--- config.mk ---
export PLATFORM = sky130hd
export DESIGN_NAME = clk_div_monitor
export DESIGN_NICKNAME = d
export VERILOG_FILES = /design/src/rtl/clk_div_monitor.sv
export SDC_FILE = /design/constraint.sdc
export NUM_CORES = 1
export LEC_CHECK = 0
export CAP_MARGIN = 0
export CORE_MARGIN = 4
export CORE_UTILIZATION = 25
export CTS_BUF_LIST = sky130_fd_sc_hd__clkbuf_16
export DETAILED_ROUTE_END_ITERATION = 10
export HOLD_SLACK_MARGIN = 0.1
export PLACE_DENSITY = 0.52
export SLEW_MARGIN = 20
export SYNTH_ARGS = -nofsm -noshare
export SYNTH_HDL_FRONTEND = slang
export SYNTH_SLANG_ARGS = --single-unit
--- constraint.sdc ---
create_clock -name i_clk -period 4.8 [get_ports i_clk]
set_input_delay 0.96 -clock i_clk [delete_from_list [all_inputs] [get_ports i_clk]]
set_output_delay 0.96 -clock i_clk [all_outputs]
set_load 0.05 [all_outputs]
--- src/rtl/clk_div_monitor.sv ---
// rtl/clk_div_monitor.sv - period/high-time checker with lock and stuck flags for a divided clock
module clk_div_monitor #(
    parameter int EXP_PERIOD = 7,
    parameter int EXP_HIGH   = 2,
    parameter int CNT_W      = 8,
    parameter int LOCK_CNT   = 4,
    parameter int TIMEOUT    = 64
) (
    input  logic             i_clk,
    input  logic             i_rst,
    input  logic             i_sig,
    output logic [CNT_W-1:0] o_period,
    output logic [CNT_W-1:0] o_high,
    output logic             o_valid,
    output logic             o_err,
    output logic             o_lock,
    output logic             o_stuck
);

    localparam int GOOD_W = (LOCK_CNT < 2) ? 1 : $clog2(LOCK_CNT + 1);

    localparam logic [CNT_W-1:0]  CNT_MAX  = {CNT_W{1'b1}};
    localparam logic [CNT_W-1:0]  CNT_ONE  = CNT_W'(1);
    localparam logic [CNT_W-1:0]  TO_VAL   = CNT_W'(TIMEOUT);
    localparam logic [CNT_W-1:0]  EXP_P    = CNT_W'(EXP_PERIOD);
    localparam logic [CNT_W-1:0]  EXP_H    = CNT_W'(EXP_HIGH);
    localparam logic [GOOD_W-1:0] LOCK_VAL = GOOD_W'(LOCK_CNT);

    localparam logic [0:0] IDLE    = 1'b0;
    localparam logic [0:0] MEASURE = 1'b1;

    logic [0:0]        state;
    logic              sig_d;
    logic [CNT_W-1:0]  per_cnt;
    logic [CNT_W-1:0]  high_cnt;
    logic [GOOD_W-1:0] good_cnt;

    logic              rise;
    logic              mismatch;
    logic              at_timeout;
    logic [CNT_W-1:0]  per_inc;
    logic [CNT_W-1:0]  high_inc;
    logic [GOOD_W-1:0] good_next;

    // Edge detect and saturating next-count values
    always_comb begin
        rise       = i_sig & ~sig_d;
        at_timeout = (per_cnt == TO_VAL);
        mismatch   = (per_cnt != EXP_P) | (high_cnt != EXP_H);
        per_inc    = (per_cnt == CNT_MAX) ? per_cnt : per_cnt + CNT_ONE;
        high_inc   = (high_cnt == CNT_MAX) ? high_cnt : high_cnt + CNT_ONE;
        good_next  = (good_cnt == LOCK_VAL) ? good_cnt : good_cnt + GOOD_W'(1);
    end

    // Measurement FSM: IDLE waits for a clean rise, MEASURE reports each full period
    always_ff @(posedge i_clk) begin
        if (i_rst) begin
            state    <= IDLE;
            sig_d    <= 1'b1;
            per_cnt  <= '0;
            high_cnt <= '0;
            good_cnt <= '0;
            o_period <= '0;
            o_high   <= '0;
            o_valid  <= 1'b0;
            o_err    <= 1'b0;
            o_lock   <= 1'b0;
            o_stuck  <= 1'b0;
        end else begin
            sig_d   <= i_sig;
            o_valid <= 1'b0;
            o_err   <= 1'b0;
            case (state)
                IDLE: begin
                    if (rise) begin
                        per_cnt  <= CNT_ONE;
                        high_cnt <= CNT_ONE;
                        o_stuck  <= 1'b0;
                        state    <= MEASURE;
                    end else begin
                        per_cnt <= per_inc;
                        if (at_timeout) begin
                            o_stuck <= 1'b1;
                        end
                    end
                end
                MEASURE: begin
                    if (rise) begin
                        // The rise cycle opens the next period, so counts restart at 1
                        o_period <= per_cnt;
                        o_high   <= high_cnt;
                        o_valid  <= 1'b1;
                        per_cnt  <= CNT_ONE;
                        high_cnt <= CNT_ONE;
                        if (mismatch) begin
                            o_err    <= 1'b1;
                            good_cnt <= '0;
                            o_lock   <= 1'b0;
                        end else begin
                            good_cnt <= good_next;
                            if (good_next == LOCK_VAL) begin
                                o_lock <= 1'b1;
                            end
                        end
                    end else if (at_timeout) begin
                        o_stuck  <= 1'b1;
                        o_lock   <= 1'b0;
                        good_cnt <= '0;
                        per_cnt  <= '0;
                        state    <= IDLE;
                    end else begin
                        per_cnt <= per_inc;
                        if (i_sig) begin
                            high_cnt <= high_inc;
                        end
                    end
                end
                default: begin
                    state <= IDLE;
                end
            endcase
        end
    end

endmodule

==> qor.yml, run 1 <==
synth.ff_latch_count: 41
synth_top_cell_area_share_pct: 43.9
yosysUniqueCellTypes: 42
crit_path_max_fanout: 23
post_cts_resized: 0
rsz0062_at_grt: "false"
routed_via_density: 4.64
clkLatencyLatePin_ns: 0.28
ant_nets: 0
drv_cap: 0
antenna_found_initial: 0
crit_chain: "clkdlybuf4s50_1, nand2_1, or2_1, a2111o_1, a211oi_1"
port-buffer-count: 22
finalNonFillerCells: 343
nets: 254
drtIter0Drc: 69
synth_area_per_cell_um2: 8.27
synth_nets: 235
dpl.hpwl_um: 2960
area_delta_synth_final_pct: 23.2
grt_pass1_vias: 1480
synth-simple-area-share_pct: 27.0
grt_max_degree: 30
die_y_um: 94.4
synth_top_family_by_area: "simple AND/OR/NAND/NOR gates"
status: "complete, no violations"
dieArea_um2: 8920
worst_pin_slew_ns: 0.775
max_stage_delay_ns: 0.52
drv_slew: 0
setup-violations-final: 0
synth_edf_count: 0
synth.largest_area_cell: "dfxtp_1"
diodes: 0
design_area_um2: 2300
place_inst: 337
comb_power_share_pct: 4.0
fillCellCount: 792
end_kind: "flip-flop"
slew_headroom_pct: 48.4
pin_count: 23
holdBufCountCts: 0
p_per_area_nw_per_um2: 297
ir_drop_v: 0.000136
rows: 31
cts_buffer_depth: 2
cts.sinks: 41
period_share_pct: 54.0
gr-usage-all-layers_pct: 9.78
syn_inst: 226
hold_viol: 0
critPathArrivalTime_ns: 2.79
fmax_mhz: 386
drc: 0
syn_area_um2: 1870
place.gp.congestion: 0.765
p_int_mw: 0.540
yosys-top-cells-area: "dfxtp_1 44%, nand2_1 8.0%, a21oi_1 7.2%, ha_1 4.0%, nand3_1 4.0%"
postCtsSetupRepairBufs: 0
seq_area_frac_synth_pct: 43.9
p_sw_mw: 0.144
drive_above_1_share_pct: 5.74
ys_warn_count: 0
switching_share_pct: 21.1
asyncSetResetFlopFracSynth_pct: 0
routedWlPerCell_um: 12.1
die_x_um: 94.4
holdWs_ns: 0.452
grt_pass1_wl_um: 6890
slowest_stage: "or2_1"
postRouteWirelength_um: 4170
synth-compound-area-share_pct: 17.6
start_util_pct: 25.8
setup-tns-final_ns: 0
synth_xor_area_share_pct: 1.41
clkTransAtPathRegs_ns: 0.05
yosys.area_share.adder_pct: 4.02
pwr-share-clk_pct: 44.7
htree_levels: 2
cts_tree: "yes"
vias: 1593
cts_made_buffers: 5
placed_cell_area_um2: 2170
synth_mux_area_share_pct: 1.61
finalCriticalPeriod_ns: 2.59
p_leak_nw: 0.746
hp-class: "reg -> reg"
fin_skew_ns: 0.00253
crit_path_start_kind: "primary input"
grt_overflow: 0
coreArea_um2: 7250
dr.pass1.iters: 4
seqPwrFrac_pct: 51.3
root_buffer: "clkbuf_16"
ys.flop_type: "dfxtp_1"
required_ns: 5.00
crit_type: "in -> reg"
## logic make-up (layout without fill, tap and decap cells)
group                      Yosys count  in the layout
AOI/OAI and AO/OA                   52             52
xor gates and xnor gates             3              3
adders and majority gates            6              6
buffers and inverters               19             37
DFF                                 41             41
muxes                                3              3
and+or+nand+nor                    102            102
## power by group through the flow
stage	combinational, mW	sequential [mW]	clock [mW]
floorplan	0.0191	0.357	0
global placement	0.0271	0.358	0
detailed placement	0.0271	0.358	0
CTS	0.0272	0.351	0.320
global route	0.0305	0.351	0.331
finish	0.0270	0.351	0.306
## sequential cells by signal, summed over array words and instances (netlist names), 3 cells and up
| name | flops |
|---|---|
| o_period | 8 |
| per_cnt | 8 |
| high_cnt | 8 |
| good_cnt | 3 |
| o_high | 8 |
## metrics by stage
step / setup slack (ns) / utilization (%) / power (mW)
6_report: 2.21 / 31.7 / 0.684
5_1_grt: 2.05 / 31.7 / 0.713
4_1_cts: 2.19 / 31.7 / 0.698
3_5_place_dp: 1.90 / 29.9 / 0.385
3_3_place_gp: 1.93 / 29.9 / 0.385
2_1_floorplan: 2.81 / - / 0.376
## cell usage after synthesis, drive strengths merged (2+ instances only)
cell type,instances
mux2i,3
o211ai,2
nand2b,2
nor4,3
nand3,15
ha,6
o21ai,5
a31oi,3
a21oi,27
and3,3
and2,2
nor2b,3
o31ai,2
a211oi,4
nor3,2
buf,3
inv,7
xor2,3
or2,3
nor2,16
dfxtp,41
nand2,40
o41ai,3
clkbuf,9
or4,3
nand4,5
## layer usage
metal  global-route usage [%]  up-vias  part of all wire, %
met5                        0        -                    0
met4                     3.25        0                  1.2
met3                     3.11        5                  4.5
met2                     15.2       22                   43
met1                     12.8      728                   52
li1                         -      838                    -
## cells in the final DEF (no fill, tap or decap), drive strengths merged, types with 4 or more instances in the layout
master | Yosys | routed
dfxtp | 41 | 41
nand2 | 40 | 40
a21oi | 27 | 27
clkdlybuf4s50 | 0 | 22
nor2 | 16 | 16
nand3 | 15 | 15
inv | 7 | 7
ha | 6 | 6
nand4 | 5 | 5
o21ai | 5 | 5
clkbuf | 9 | 5
a211oi | 4 | 4
## worst max-delay path, delay by kind of cell
family | cells | cell delay, ns
buf+inv | 1 | 0.51
compound gates | 2 | 0.68
simple gates | 2 | 0.64
## cell type report
cell class	instances	area, µm²	share of cell area [%]
clock inverter	1	5.00	0.218
multi-input combinational	166	965	41.9
sequential	41	821	35.7
timing repair buffer	24	235	10.2
clock buffer	5	125	5.44
inverter	7	26.3	1.14
tap	99	124	5.38
## final timing paths
path | slack [ns] | start | cells after the start | to
worst max-delay path | 2.21 | i_sig | 5 | o_lock
worst min-delay path | 0.45 | o_high[0] | 2 | o_high[0]
worst max register to register | 2.98 | state | 4 | o_lock
worst min register to register | 0.45 | o_high[0] | 2 | o_high[0]
Note: power is estimated with default switching activity, not from simulation.
==> run 2: changes to the inputs <==
--- a/config.mk
+++ b/config.mk
@@ -11,7 +11,7 @@
 export CTS_BUF_LIST = sky130_fd_sc_hd__clkbuf_16
 export DETAILED_ROUTE_END_ITERATION = 10
 export HOLD_SLACK_MARGIN = 0.1
-export PLACE_DENSITY = 0.52
+export PLACE_DENSITY = 0.54
 export SLEW_MARGIN = 20
 export SYNTH_ARGS = -nofsm -noshare
 export SYNTH_HDL_FRONTEND = slang
==> constraint.sdc (replaced) <==
create_clock -name i_clk -period 2.1 [get_ports i_clk]
set_input_delay 0.42 -clock i_clk [delete_from_list [all_inputs] [get_ports i_clk]]
set_output_delay 0.42 -clock i_clk [all_outputs]
set_load 0.05 [all_outputs]
==> qor.yml, run 2 (synthesized netlist as in run 1, its figures left out) <==
status: "complete, no violations"
grt_busiest_layer: "met2"
slowest_stage: "clkdlybuf4s50_1"
crit_family: "buffers and inverters"
finalPower_mw: 1.71
clkLatencyLatePin_ns: 0.28
root_buffer: "clkbuf_16"
ir_drop_v: 0.000302
nets: 260
comb_power_share_pct: 4.0
cts.sinks: 41
use_met3_pct: 1.99
fmax_mhz: 537
worstSetupPathDepth: 1
hp-class: "reg -> reg"
antenna_found_initial: 0
postCtsSetupRepairBufs: 0
crit_chain: "clkdlybuf4s50_1"
setup-tns-final_ns: 0
use_met2_pct: 16.8
fin_skew_ns: 0.00603
final_cell_mix: "41 x dfxtp_1, 40 x nand2_1, 27 x a21oi_1, 22 x clkdlybuf4s50_1, 16 x nor2_1"
dieArea_um2: 8920
place.gp.congestion: 0.800
seqPwrFrac_pct: 46.7
crit_path_max_fanout: 2
clkTransAtPathRegs_ns: 0.06
diodes: 0
dpl.hpwl_um: 3190
postRouteWirelength_um: 4370
crit_path_start_kind: "flip-flop"
hold_viol: 0
routed_via_density: 4.70
slew_headroom_pct: 66.2
critPathArrivalTime_ns: 1.44
coreArea_um2: 7250
pwr-share-clk_pct: 49.3
switching_share_pct: 20.3
post_cts_resized: 0
grt_pass1_vias: 1528
required_ns: 1.68
holdBufCountCts: 0
drtIter0Drc: 163
p_per_area_nw_per_um2: 717
vias: 1649
area_delta_synth_final_pct: 28.0
port-buffer-count: 22
reg2reg_depth: 5
pin_count: 23
gr-usage-all-layers_pct: 10.3
p_leak_nw: 0.794
htree_levels: 2
drv_cap: 0
cts_made_buffers: 5
grt_overflow: 0
crit_type: "reg -> out"
end_kind: "primary output"
rows: 31
use_met1_pct: 13.3
p_int_mw: 1.37
placed_cell_area_um2: 2230
setup-violations-final: 0
grt_max_degree: 23
finalCriticalPeriod_ns: 1.86
drc: 0
crit_buf_inv: 1
drive_above_1_share_pct: 7.94
cts_tree: "yes"
finalCoreUtilization_pct: 33.0
max_stage_delay_ns: 0.81
whs_path_depth: 2
grt_pass1_wl_um: 7350
holdWs_ns: 0.450
drv_slew: 0
routedWlPerCell_um: 12.5
start_util_pct: 25.8
dr.pass1.iters: 4
ant_nets: 0
rsz0062_at_grt: "false"
worst_pin_slew_ns: 0.505
p_sw_mw: 0.348
cts_buffer_depth: 2
design_area_um2: 2390
die_x_um: 94.4
period_share_pct: 88.7
die_y_um: 94.4
layout_commonest_cell: "dfxtp_1"
==> run 2: cell count changes in the layout (fill, tap and decap cells not counted) <==
cell       previous run  this run
buf_4                 2         7
buf_12                0         1
bufinv_16             0         1
clkinv_1              0         1
clkinv_2              1         0
inv_1                 7         8
==> run 2: routing by layer <==
layer,share of wire (%),vias up
met2,48,22
met1,47,767
met3,2.9,6
li1,-,854
met4,2.1,0
met5,0,-
==> run 2: through the flow <==
stage / instances / worst slack [ns]
after global routing: 351 / 0.175
after global placement: 343 / 0.0813
after floorplan: 226 / 0.485
final: 351 / 0.236
after CTS: 351 / 0.215
after detailed placement: 343 / 0.0596
==> run 2: layout make-up <==
| type | count | area, µm² |
|---|---|---|
| multi-input combinational | 166 | 965 |
| clock inverter | 3 | 37.5 |
| clock buffer | 5 | 125 |
| inverter | 7 | 26.3 |
| sequential | 41 | 821 |
| tap | 99 | 124 |
| fill | 771 | 4860 |
| timing repair buffer | 30 | 293 |
==> run 2: final timing paths <==
path | slack [ns] | end | start
max reg2reg | 0.33 | high_cnt[4] | per_cnt[0]
min reg2reg | 0.45 | o_high[1] | o_high[1]
max | 0.24 | o_stuck | o_stuck
min | 0.45 | o_high[1] | o_high[1]
==> run 2: power by group through the flow <==
stage	Sequential, mW	Clock [mW]	Combinational (mW)
after floorplan	0.815	0	0.0437
final	0.801	0.844	0.0683
after CTS	0.800	0.864	0.0681
after global placement	0.817	0	0.0677
after detailed placement	0.817	0	0.0680
after global routing	0.802	0.904	0.0748
==> run 3: changes to the inputs <==
--- a/config.mk
+++ b/config.mk
@@ -6,12 +6,14 @@
 export NUM_CORES = 1
 export LEC_CHECK = 0
 export CAP_MARGIN = 0
+export CORE_ASPECT_RATIO = 0.6
 export CORE_MARGIN = 4
 export CORE_UTILIZATION = 25
 export CTS_BUF_LIST = sky130_fd_sc_hd__clkbuf_16
 export DETAILED_ROUTE_END_ITERATION = 10
 export HOLD_SLACK_MARGIN = 0.1
 export PLACE_DENSITY = 0.54
+export RECOVER_POWER = 100
 export SLEW_MARGIN = 20
 export SYNTH_ARGS = -nofsm -noshare
 export SYNTH_HDL_FRONTEND = slang
==> qor.yml, run 3 (synthesized netlist as in run 1, its figures left out) <==
dr.pass1.iters: 4
crit_type: "reg -> out"
setup-tns-final_ns: 0
crit_chain: "dlygate4sd3_1"
finalCoreUtilization_pct: 32.2
drive_above_1_share_pct: 7.57
status: "complete, no violations"
grt_max_degree: 23
area_delta_synth_final_pct: 25.4
setup-violations-final: 0
hold_viol: 0
p_int_mw: 1.24
coreArea_um2: 7270
crit_path_max_fanout: 2
clkLatencyLatePin_ns: 0.28
place_ws_ns: 0.0333
postRouteWirelength_um: 4560
drv_cap: 0
drv_slew: 0
ant_nets: 0
placed_cell_area_um2: 2210
vias: 1612
place.gp.congestion: 0.819
routed_via_density: 4.54
critPathArrivalTime_ns: 1.53
dieArea_um2: 8960
antenna_found_initial: 0
dpl.hpwl_um: 3270
period_share_pct: 92.9
clkTransAtPathRegs_ns: 0.06
p_leak_nw: 0.847
cts.sinks: 41
rsz0062_at_grt: "false"
drtIter0Drc: 126
holdWs_ns: 0.451
nets: 259
comb_power_share_pct: 4.0
final_cell_mix: "41 x dfxtp_1, 40 x nand2_1, 27 x a21oi_1, 21 x dlygate4sd3_1, 16 x nor2_1"
end_kind: "primary output"
setup_ws_ns: 0.150
routedWlPerCell_um: 12.8
pwr-share-clk_pct: 45.8
postCtsSetupRepairBufs: 0
slew_headroom_pct: 65.9
slowest_stage: "dlygate4sd3_1"
diodes: 0
cts_tree: "yes"
crit_path_start_kind: "flip-flop"
port-buffer-count: 22
die_x_um: 120
fin_skew_ns: 0.00482
finalPower_mw: 1.60
grt_pass1_vias: 1545
ir_drop_v: 0.000350
place_inst: 347
hp-class: "reg -> reg"
post_cts_resized: 0
required_ns: 1.68
switching_share_pct: 22.3
htree_levels: 2
finalNonFillerCells: 355
seqPwrFrac_pct: 50.2
gr-usage-all-layers_pct: 11.1
root_buffer: "clkbuf_16"
holdBufCountCts: 0
grt_pass1_wl_um: 7910
design_area_um2: 2340
layout_commonest_cell: "dfxtp_1"
p_sw_mw: 0.356
rows: 24
cts_made_buffers: 5
drc: 0
fmax_mhz: 513
start_util_pct: 25.7
pin_count: 23
crit_buf_inv: 1
cts_buffer_depth: 2
p_per_area_nw_per_um2: 682
max_stage_delay_ns: 0.89
grt_overflow: 0
crit_family: "buffers and inverters"
worst_pin_slew_ns: 0.510
die_y_um: 75.0
finalCriticalPeriod_ns: 1.95
-- run 3: power groups by stage --
stage / Clock (mW) / Sequential [mW] / Combinational, mW
2_1_floorplan: 0 / 0.815 / 0.0437
3_3_place_gp: 0 / 0.818 / 0.0656
3_5_place_dp: 0 / 0.818 / 0.0669
4_1_cts: 0.751 / 0.801 / 0.0670
5_1_grt: 0.791 / 0.803 / 0.0736
6_report: 0.732 / 0.802 / 0.0644
-- run 3: cell type report --
cell class | instances | area, µm²
inverter | 7 | 26.3
clock inverter | 3 | 13.8
multi-input combinational | 166 | 956
fill | 806 | 4920
clock buffer | 5 | 125
tap | 104 | 130
sequential | 41 | 821
timing repair buffer | 29 | 270
-- run 3: layer usage --
layer	routed length [µm]	vias up	part of all wire, %	track usage (%)
met2	1590	30	35	14.1
met1	2740	727	60	17.5
met5	0	-	0	0
li1	-	853	-	-
met4	27	0	0.59	3.43
met3	204	2	4.5	3.23
-- run 3: worst paths after layout --
check / end / startpoint / slack, ns / cells past startpoint
worst max-delay path: o_lock / o_lock / 0.15 / 1
worst max register to register: high_cnt[3] / per_cnt[1] / 0.25 / 5
worst min register to register: o_period[6] / o_period[6] / 0.45 / 2
worst min-delay path: o_period[6] / o_period[6] / 0.45 / 2
-- run 3: worst min-delay path, cell delays in order, from the launching register on --
cell and delay (ns):
dfxtp_1 0.30, nand2_1 0.05, a21oi_1 0.05
